File: config.mk
export PLATFORM = sky130hd
export DESIGN_NAME = layer_mac_sequencer
export DESIGN_NICKNAME = d
export VERILOG_FILES = /design/src/rtl/layer_mac_sequencer_pkg.sv /design/src/rtl/layer_mac_lane.sv /design/src/rtl/layer_mac_sequencer.sv
export SDC_FILE = /design/constraint.sdc
export NUM_CORES = 1
export LEC_CHECK = 0
export CORE_ASPECT_RATIO = 0.7
export CORE_MARGIN = 2
export CORE_UTILIZATION = 25
export CTS_BUF_LIST = sky130_fd_sc_hd__clkbuf_4 sky130_fd_sc_hd__clkbuf_8 sky130_fd_sc_hd__clkbuf_16
export CTS_CLUSTER_DIAMETER = 40
export DETAILED_ROUTE_END_ITERATION = 10
export GPL_ROUTABILITY_DRIVEN = 1
export SLEW_MARGIN = 10
export SYNTH_ARGS = -nofsm -noshare
export SYNTH_HDL_FRONTEND = slang
export SYNTH_SLANG_ARGS = --single-unit
File: constraint.sdc
create_clock -name clk -period 6.81 [get_ports clk]
set_input_delay 1.0215 -clock clk [delete_from_list [all_inputs] [get_ports clk]]
set_output_delay 1.0215 -clock clk [all_outputs]
set_load 0.03 [all_outputs]
File: src/rtl/layer_mac_sequencer_pkg.sv
// layer_pkg: shared state encoding and accumulator sizing for the layer MAC sequencer
package layer_pkg;
  typedef enum logic [1:0] {IDLE, RUN, DONE} layer_state_t;
  function automatic int acc_width(input int w, input int x, input int n);
    return w + x + $clog2(n) + 1;
  endfunction
endpackage

File: src/rtl/layer_mac_lane.sv
// layer_mac_lane: signed weight x unsigned activation multiply-accumulate with clear and enable
module layer_mac_lane #(
  parameter int w_size = 8,
  parameter int x_size = 8,
  parameter int a_size = 19
) (
  input  logic                     clk,
  input  logic                     rst_n,
  input  logic                     clr,
  input  logic                     en,
  input  logic [w_size-1:0]        w,
  input  logic [x_size-1:0]        x,
  output logic signed [a_size-1:0] acc
);
  logic signed [w_size+x_size:0] prod;
  logic signed [a_size-1:0] acc_q, acc_d;
  assign prod = $signed(w) * $signed({1'b0, x});
  always_comb acc_d = clr ? '0 : en ? acc_q + a_size'(prod) : acc_q;
  always_ff @(posedge clk or negedge rst_n)
    if (!rst_n) acc_q <= '0;
    else acc_q <= acc_d;
  assign acc = acc_q;
endmodule

File: src/rtl/layer_mac_sequencer.sv
// layer_mac_sequencer: walks one-hot ROM rows and accumulates one fully connected layer.
// Define LAYER_RELU_EN to clamp negative results to zero on the output path.
module layer_mac_sequencer
  import layer_pkg::*;
#(
  parameter int w_size      = 8,
  parameter int x_size      = 8,
  parameter int neurons_in  = 4,
  parameter int neurons_out = 4,
  parameter int a_size      = acc_width(w_size, x_size, neurons_in)
) (
  input  logic                          clk,
  input  logic                          rst_n,
  input  logic                          start,
  input  logic [neurons_in*x_size-1:0]  x_in,
  output logic                          busy,
  output logic [neurons_in-1:0]         rom_addr,
  input  logic [neurons_out*w_size-1:0] rom_data,
  output logic [neurons_out*a_size-1:0] y_out,
  output logic                          out_valid,
  input  logic                          out_ready
);
  localparam int kw = neurons_in > 1 ? $clog2(neurons_in) : 1;
  logic [1:0] rst_sync_q, rst_sync_d;
  logic rst_i_n;
  layer_state_t state_q, state_d;
  logic [kw-1:0] k_q, k_d;
  logic [neurons_in*x_size-1:0] x_q, x_d;
  logic clr, en;
  logic [x_size-1:0] x_k;
  logic signed [a_size-1:0] acc [neurons_out];
  // reset asserts immediately but releases two edges later, in step with clk
  always_comb rst_sync_d = {rst_sync_q[0], 1'b1};
  always_ff @(posedge clk or negedge rst_n)
    if (!rst_n) rst_sync_q <= '0;
    else rst_sync_q <= rst_sync_d;
  assign rst_i_n = rst_sync_q[1];
  always_comb begin
    state_d = state_q;
    k_d     = k_q;
    x_d     = x_q;
    clr     = 1'b0;
    en      = 1'b0;
    case (state_q)
      IDLE: if (start) begin
        state_d = RUN;
        k_d     = '0;
        x_d     = x_in;
        clr     = 1'b1;
      end
      RUN: begin
        en      = 1'b1;
        state_d = (k_q == kw'(neurons_in - 1)) ? DONE : RUN;
        k_d     = (k_q == kw'(neurons_in - 1)) ? k_q : k_q + 1'b1;
      end
      DONE: state_d = out_ready ? IDLE : DONE;
      default: state_d = IDLE;
    endcase
  end
  always_ff @(posedge clk or negedge rst_i_n)
    if (!rst_i_n) begin
      state_q <= IDLE;
      k_q     <= '0;
      x_q     <= '0;
    end else begin
      state_q <= state_d;
      k_q     <= k_d;
      x_q     <= x_d;
    end
  assign busy      = state_q != IDLE;
  assign out_valid = state_q == DONE;
  assign rom_addr  = (state_q == RUN) ? neurons_in'(1) << k_q : '0;
  assign x_k       = x_q[k_q*x_size +: x_size];
  for (genvar j = 0; j < neurons_out; j++) begin : g_lane
    layer_mac_lane #(.w_size(w_size), .x_size(x_size), .a_size(a_size)) u_lane (
      .clk(clk),
      .rst_n(rst_i_n),
      .clr(clr),
      .en(en),
      .w(rom_data[j*w_size +: w_size]),
      .x(x_k),
      .acc(acc[j])
    );
`ifdef LAYER_RELU_EN
    assign y_out[j*a_size +: a_size] = acc[j][a_size-1] ? '0 : acc[j];
`else
    assign y_out[j*a_size +: a_size] = acc[j];
`endif
  end
endmodule

After elaboration in Yosys (flattened, before gate mapping) --
Cells that the tools add are included.
Word-level totals: register bits after elaboration 114, bits of input ports 68, output and inout bits 82
Cells by class: $add $sub $neg 5, multiply operators 4, equal/unequal tests 5, shift-type cells 2, multiplexer cells 19, reduce and logical (&&, ||, !) cells 6
Operators by type and width (count):
- 19-bit 2-to-1 mux | 8
- 19-bit adder | 4
- 8-bit by 9-bit multiplier with 17-bit output | 4
- 32-bit by 6-bit variable part select with 8-bit output | 1
- 2-bit 2-to-1 mux | 5
- 2-bit one-hot mux with 3 select lines | 1
- 2-bit nonzero test | 3
- 2-bit == test, second input constant | 2
- 4-bit 2-to-1 mux | 1
- 2-bit inequality test, second input constant | 2
- 2-bit one-hot mux with 2 select lines | 1
- 1-bit by 2-bit << shifter with 4-bit output, first input constant | 1
- 1-bit 2-to-1 mux | 3
- 3-bit AND reduction | 1
- 2-bit by 1-bit adder with 2-bit output, second input constant | 1
- 2-bit by 1-bit == test with 1-bit output, second input constant | 1
- 2-bit zero test | 1
- 2-bit AND reduction | 1

Depth between registers and ports, before layout --
depth in word-level cells 5, depth in mapped cells 32, depth with buffers taken out 29

Cells and area by module --
A second synthesis with hierarchy kept.
Unflattened totals: cells, all modules 1881, area total of the unflattened synthesis 17179.0 sq um
Modules (own cells, without submodules):
- layer_mac_lane at g_lane[2].u_lane ... | instances 2, cells an instance 435, area an instance 3816.2 sq um, seq. area each 475.5 sq um
- layer_mac_lane at g_lane[0].u_lane | instances 1, cells an instance 450, area an instance 3910.0 sq um, seq. area each 475.5 sq um
- layer_mac_lane at g_lane[1].u_lane | instances 1, cells an instance 449, area an instance 3877.5 sq um, seq. area each 475.5 sq um
- layer_mac_sequencer | instances 1, cells an instance 112, area an instance 1759.2 sq um, seq. area each 950.9 sq um

Least setup slack after synthesis --
OpenSTA, ideal clock, no wires.
path type reg-to-reg, start point register k_q[0], end point register g_lane[0].u_lane.acc_q[18], arrival time 6.845 ns, data required time 6.685 ns, setup slack -0.160 ns, cell stages (with the launch flop) 25, buffers on the path 2, period minus slack after synthesis 6.970 ns, cells stage by stage dfrtp_1 -> clkbuf_1 -> mux4_2 -> clkbuf_1 -> nand2_1 -> fa_1 -> fa_1 -> inv_1 -> fa_1 -> inv_1 -> fa_1 -> inv_1 -> ha_1 -> o21ai_1 -> a21boi_1 -> o41ai_2 -> o211ai_1 -> and3_1 -> or2_2 -> ha_1 -> inv_1 -> o41a_1 -> or3_1 -> a31o_1 -> mux2_4
Between the ends: word-level cells in the longest chain between the ends 5
Ends and longest elaborated chain:
- start: declaration | RTL line layer_mac_sequencer.sv:27 | logic [kw-1:0] k_q, k_d;
- start signal: assignment | RTL line layer_mac_sequencer.sv:67 | k_q <= k_d;
- 32-bit by 6-bit variable part select with 8-bit output | RTL line layer_mac_sequencer.sv:73 | assign x_k = x_q[k_q*x_size +: x_size];
- 8-bit by 9-bit multiplier with 17-bit output | RTL line layer_mac_lane.sv:17 | assign prod = $signed(w) * $signed({1'b0, x});
- 19-bit adder | RTL line layer_mac_lane.sv:18 | always_comb acc_d = clr ? '0 : en ? acc_q + a_size'(prod) : acc_q;
- 19-bit 2-to-1 mux (2 in series) | RTL line layer_mac_lane.sv:18
- end signal: assignment | RTL line layer_mac_lane.sv:20 | if (!rst_n) acc_q <= '0;
- end signal: assignment | RTL line layer_mac_lane.sv:21 | else acc_q <= acc_d;
- end: declaration | RTL line layer_mac_lane.sv:16 | logic signed [a_size-1:0] acc_q, acc_d;
Every way passes these cells. The select of a mux whose other input is x is not followed. A chain may end at the register's enable or synchronous reset.

Final worst setup path --
Ends and elaborated chain as after synthesis.

==> impl_metrics.py <==
metrics = {
    "run_status": {
        "status": "finished with violations",
        "violations": "setup timing",
    },
    "clock_network": {
        "clk_latency_ps": 490,
        "cts_sinks": 114,
        "cts_tree": "done",
        "root_buffer": "clkbuf_16",
        "cts_made_buffers": 17,
        "cts_max_level": 4,
        "hold_buffers": 0,
        "cts_buffer_depth": 2,
        "path_clk_slew_ps": 70,
    },
    "global_routing": {
        "gr-usage-all-layers": 0.149,
        "antenna_found_initial": 2,
        "grt_max_degree": 65,
        "grt_pass1_wl_um": 79700,
        "grt_overflow": 0,
        "grt_pass1_vias": 14800,
    },
    "routing": {
        "first_iter_violations": 593,
        "ant_nets": 0,
        "via_count": 14200,
        "wl_per_cell_um": 16.4,
        "drt-vias-per-instance": 4.56,
        "wl_um": 51000,
        "drt_pass1_iterations": 5,
        "drc": 0,
    },
    "layout": {
        "final_common_cell": "inv_1",
        "most-common-layout-cells": "255 x inv_1, 227 x ha_1, 203 x buf_4",
        "nNetsFinal": 2678,
        "layout-drive-gt1-share": 0.214,
        "area_delta_synth_final_pct": 35.3,
    },
    "synthesis": {
        "ys_seq_area_frac": 0.172,
        "avgSynthCellArea_um2": 8.88,
        "synthArstFlopShare": 1.00,
        "post_synth_num_cell_types": 73,
        "ys.warnings.count": 0,
        "ys_ff_latch": 114,
        "synthFlopType": "dfrtp_1",
        "synthCells": 1864,
        "synth-edff-count": 0,
        "syn_nets": 2332,
        "synthesis.area_mm2": 0.0166,
    },
    "timing": {
        "drv_slew": 0,
        "rsz0062_at_grt": "true",
        "clock-skew-final_ps": 12.1,
        "max_freq_ghz": 0.146,
        "post-route-min-period_ps": 6860,
        "slew_headroom": 0.364,
        "finalSetupViolations": 3,
        "fin_crit_sh": 1.01,
        "setup_ws_ps": -46.7,
        "hold_violations": 0,
        "tightestPinTransition_ps": 954,
        "setup_tns_ps": -116,
    },
    "critical_path": {
        "r2r_setup_slack_ps": -50,
        "worstSetupStartpointType": "register",
        "regToRegStartpoint": "k_q[0]",
        "slowest_delay_ps": 600,
        "critPathKind": "register to register",
        "cp-end-kind": "register",
        "crit_path_max_fanout": 5,
        "cp.required_ps": 7190,
        "reg2reg_depth": 27,
        "rr_endpoint": "g_lane[0].u_lane.acc[18]",
        "crit_arrival_ps": 7230,
        "critical_path.slowest_cell": "mux4_2",
    },
    "placement": {
        "portBuffers": 149,
        "place.gp.congestion": 0.865,
        "hpwl_um": 39200,
    },
    "floorplan": {
        "num_io_pins": 150,
        "start_util": 0.254,
        "fp.dieH_um": 219,
        "die_w_um": 312,
        "core-area_mm2": 0.0652,
        "placementRows": 78,
        "dieArea_mm2": 0.0683,
    },
    "min_path": {
        "hold_class": "register to register",
        "hold_depth": 0,
        "worstHoldStart": "rst_sync_q[0]",
        "hold_end": "rst_sync_q[1]",
    },
    "flow_run": {
        "cap_violations": 0,
    },
}
## synthesized netlist by cell type, drive strengths merged (11+ instances only)
| cell type | n | area (um^2) |
|---|---|---|
| clkbuf | 54 | 203 |
| fa | 152 | 3040 |
| nor2b | 25 | 159 |
| nand2 | 173 | 649 |
| o22ai | 29 | 181 |
| mux2 | 34 | 387 |
| xor2 | 39 | 342 |
| nand3 | 20 | 100 |
| nor2 | 96 | 360 |
| a21oi | 65 | 325 |
| xnor2 | 60 | 526 |
| o21a | 15 | 113 |
| ha | 248 | 3100 |
| and2 | 172 | 1080 |
| a21o | 36 | 270 |
| o21ai | 76 | 380 |
| nand2b | 23 | 144 |
| o21bai | 11 | 82.6 |
| inv | 276 | 1040 |
| dfrtp | 114 | 2850 |
| nor3 | 21 | 105 |
## through the flow
stage | hold WS [ps] | instances | cell area (um^2) | utilization | setup WS [ps]
detailed placement | 348 | 3018 | 20400 | 0.312 | -463
global placement | 336 | 3018 | 20400 | 0.312 | -375
CTS | 361 | 3068 | 21400 | 0.328 | -115
global route | 366 | 3103 | 22400 | 0.344 | -322
floorplan | 331 | 1864 | 16600 | - | 71.4
finish | 356 | 3104 | 22400 | 0.344 | -46.7
## logic make-up (layout without fill, tap and decap cells)
kind of cell             after synthesis  after routing  share of synthesized area
AO/OA/AOI/OAI                        310            310                      0.123
XOR/XNOR                              99             99                     0.0524
adder cells (fa/ha/maj)              400            400                      0.371
buffers and inverters                334            693                     0.0762
flip-flops                           114            114                      0.172
multiplexers                          42             42                     0.0342
other                                  1              2                   0.000226
AND/OR/NAND/NOR                      564            564                      0.171
## repair_timing
item	in CTS	in global routing
cloned	1	2
pin swaps	14	135
buffers inserted	17	37
gates resized for setup	35	177
setup endpoints to repair	10	21
## worst max-delay path, delay by kind of cell (launching register included)
family	cells	cell delay (ps)
xor gates and xnor gates	1	140
and+or+nand+nor	3	520
buffers and inverters	10	1020
AOI/OAI and AO/OA	5	1190
muxes	2	850
adders and majority gates	6	2620
DFF	1	410
## layer usage
| metal | GRT usage | up-vias | part of all wire |
|---|---|---|---|
| met1 | 0.203 | 6947 | 0.48 |
| met5 | 0 | - | 0 |
| met4 | 0.0438 | 0 | 0.019 |
| met2 | 0.236 | 314 | 0.45 |
| met3 | 0.0346 | 52 | 0.048 |
| li1 | - | 6856 | - |
## area by class of cell
| class | instances | area [um^2] |
|---|---|---|
| repair buffers | 385 | 3550 |
| inverters | 276 | 1040 |
| well taps | 880 | 1100 |
| clock inverters | 10 | 125 |
| fillers | 6632 | 42800 |
| clock buffers | 22 | 482 |
| flip-flops and latches | 114 | 2860 |
| multi-input cells | 1416 | 13200 |
| diodes | 1 | 2.50 |
## registers in the layout, summed over array words and instances (netlist names)
register,count
x_q,32
rst_sync_q,2
k_q,2
g_lane.u_lane.acc,76
state_q,2
## worst max path at each step
stage / start / slack, ps / end / depth (start not counted)
3_5_place_dp: rom_data[4] / -460 / g_lane[0].u_lane.acc[18] / 25
3_3_place_gp: rom_data[4] / -370 / g_lane[0].u_lane.acc[18] / 27
2_1_floorplan: k_q[0] / 70 / g_lane[0].u_lane.acc[18] / 24
4_1_cts: k_q[0] / -120 / g_lane[0].u_lane.acc[18] / 24
5_1_grt: k_q[0] / -320 / g_lane[3].u_lane.acc[18] / 28
6_report: k_q[0] / -50 / g_lane[0].u_lane.acc[18] / 27
Power is left out: the tool's default activity adds up to more than one toggle a clock period on the data nets, which glitch-free logic cannot reach.
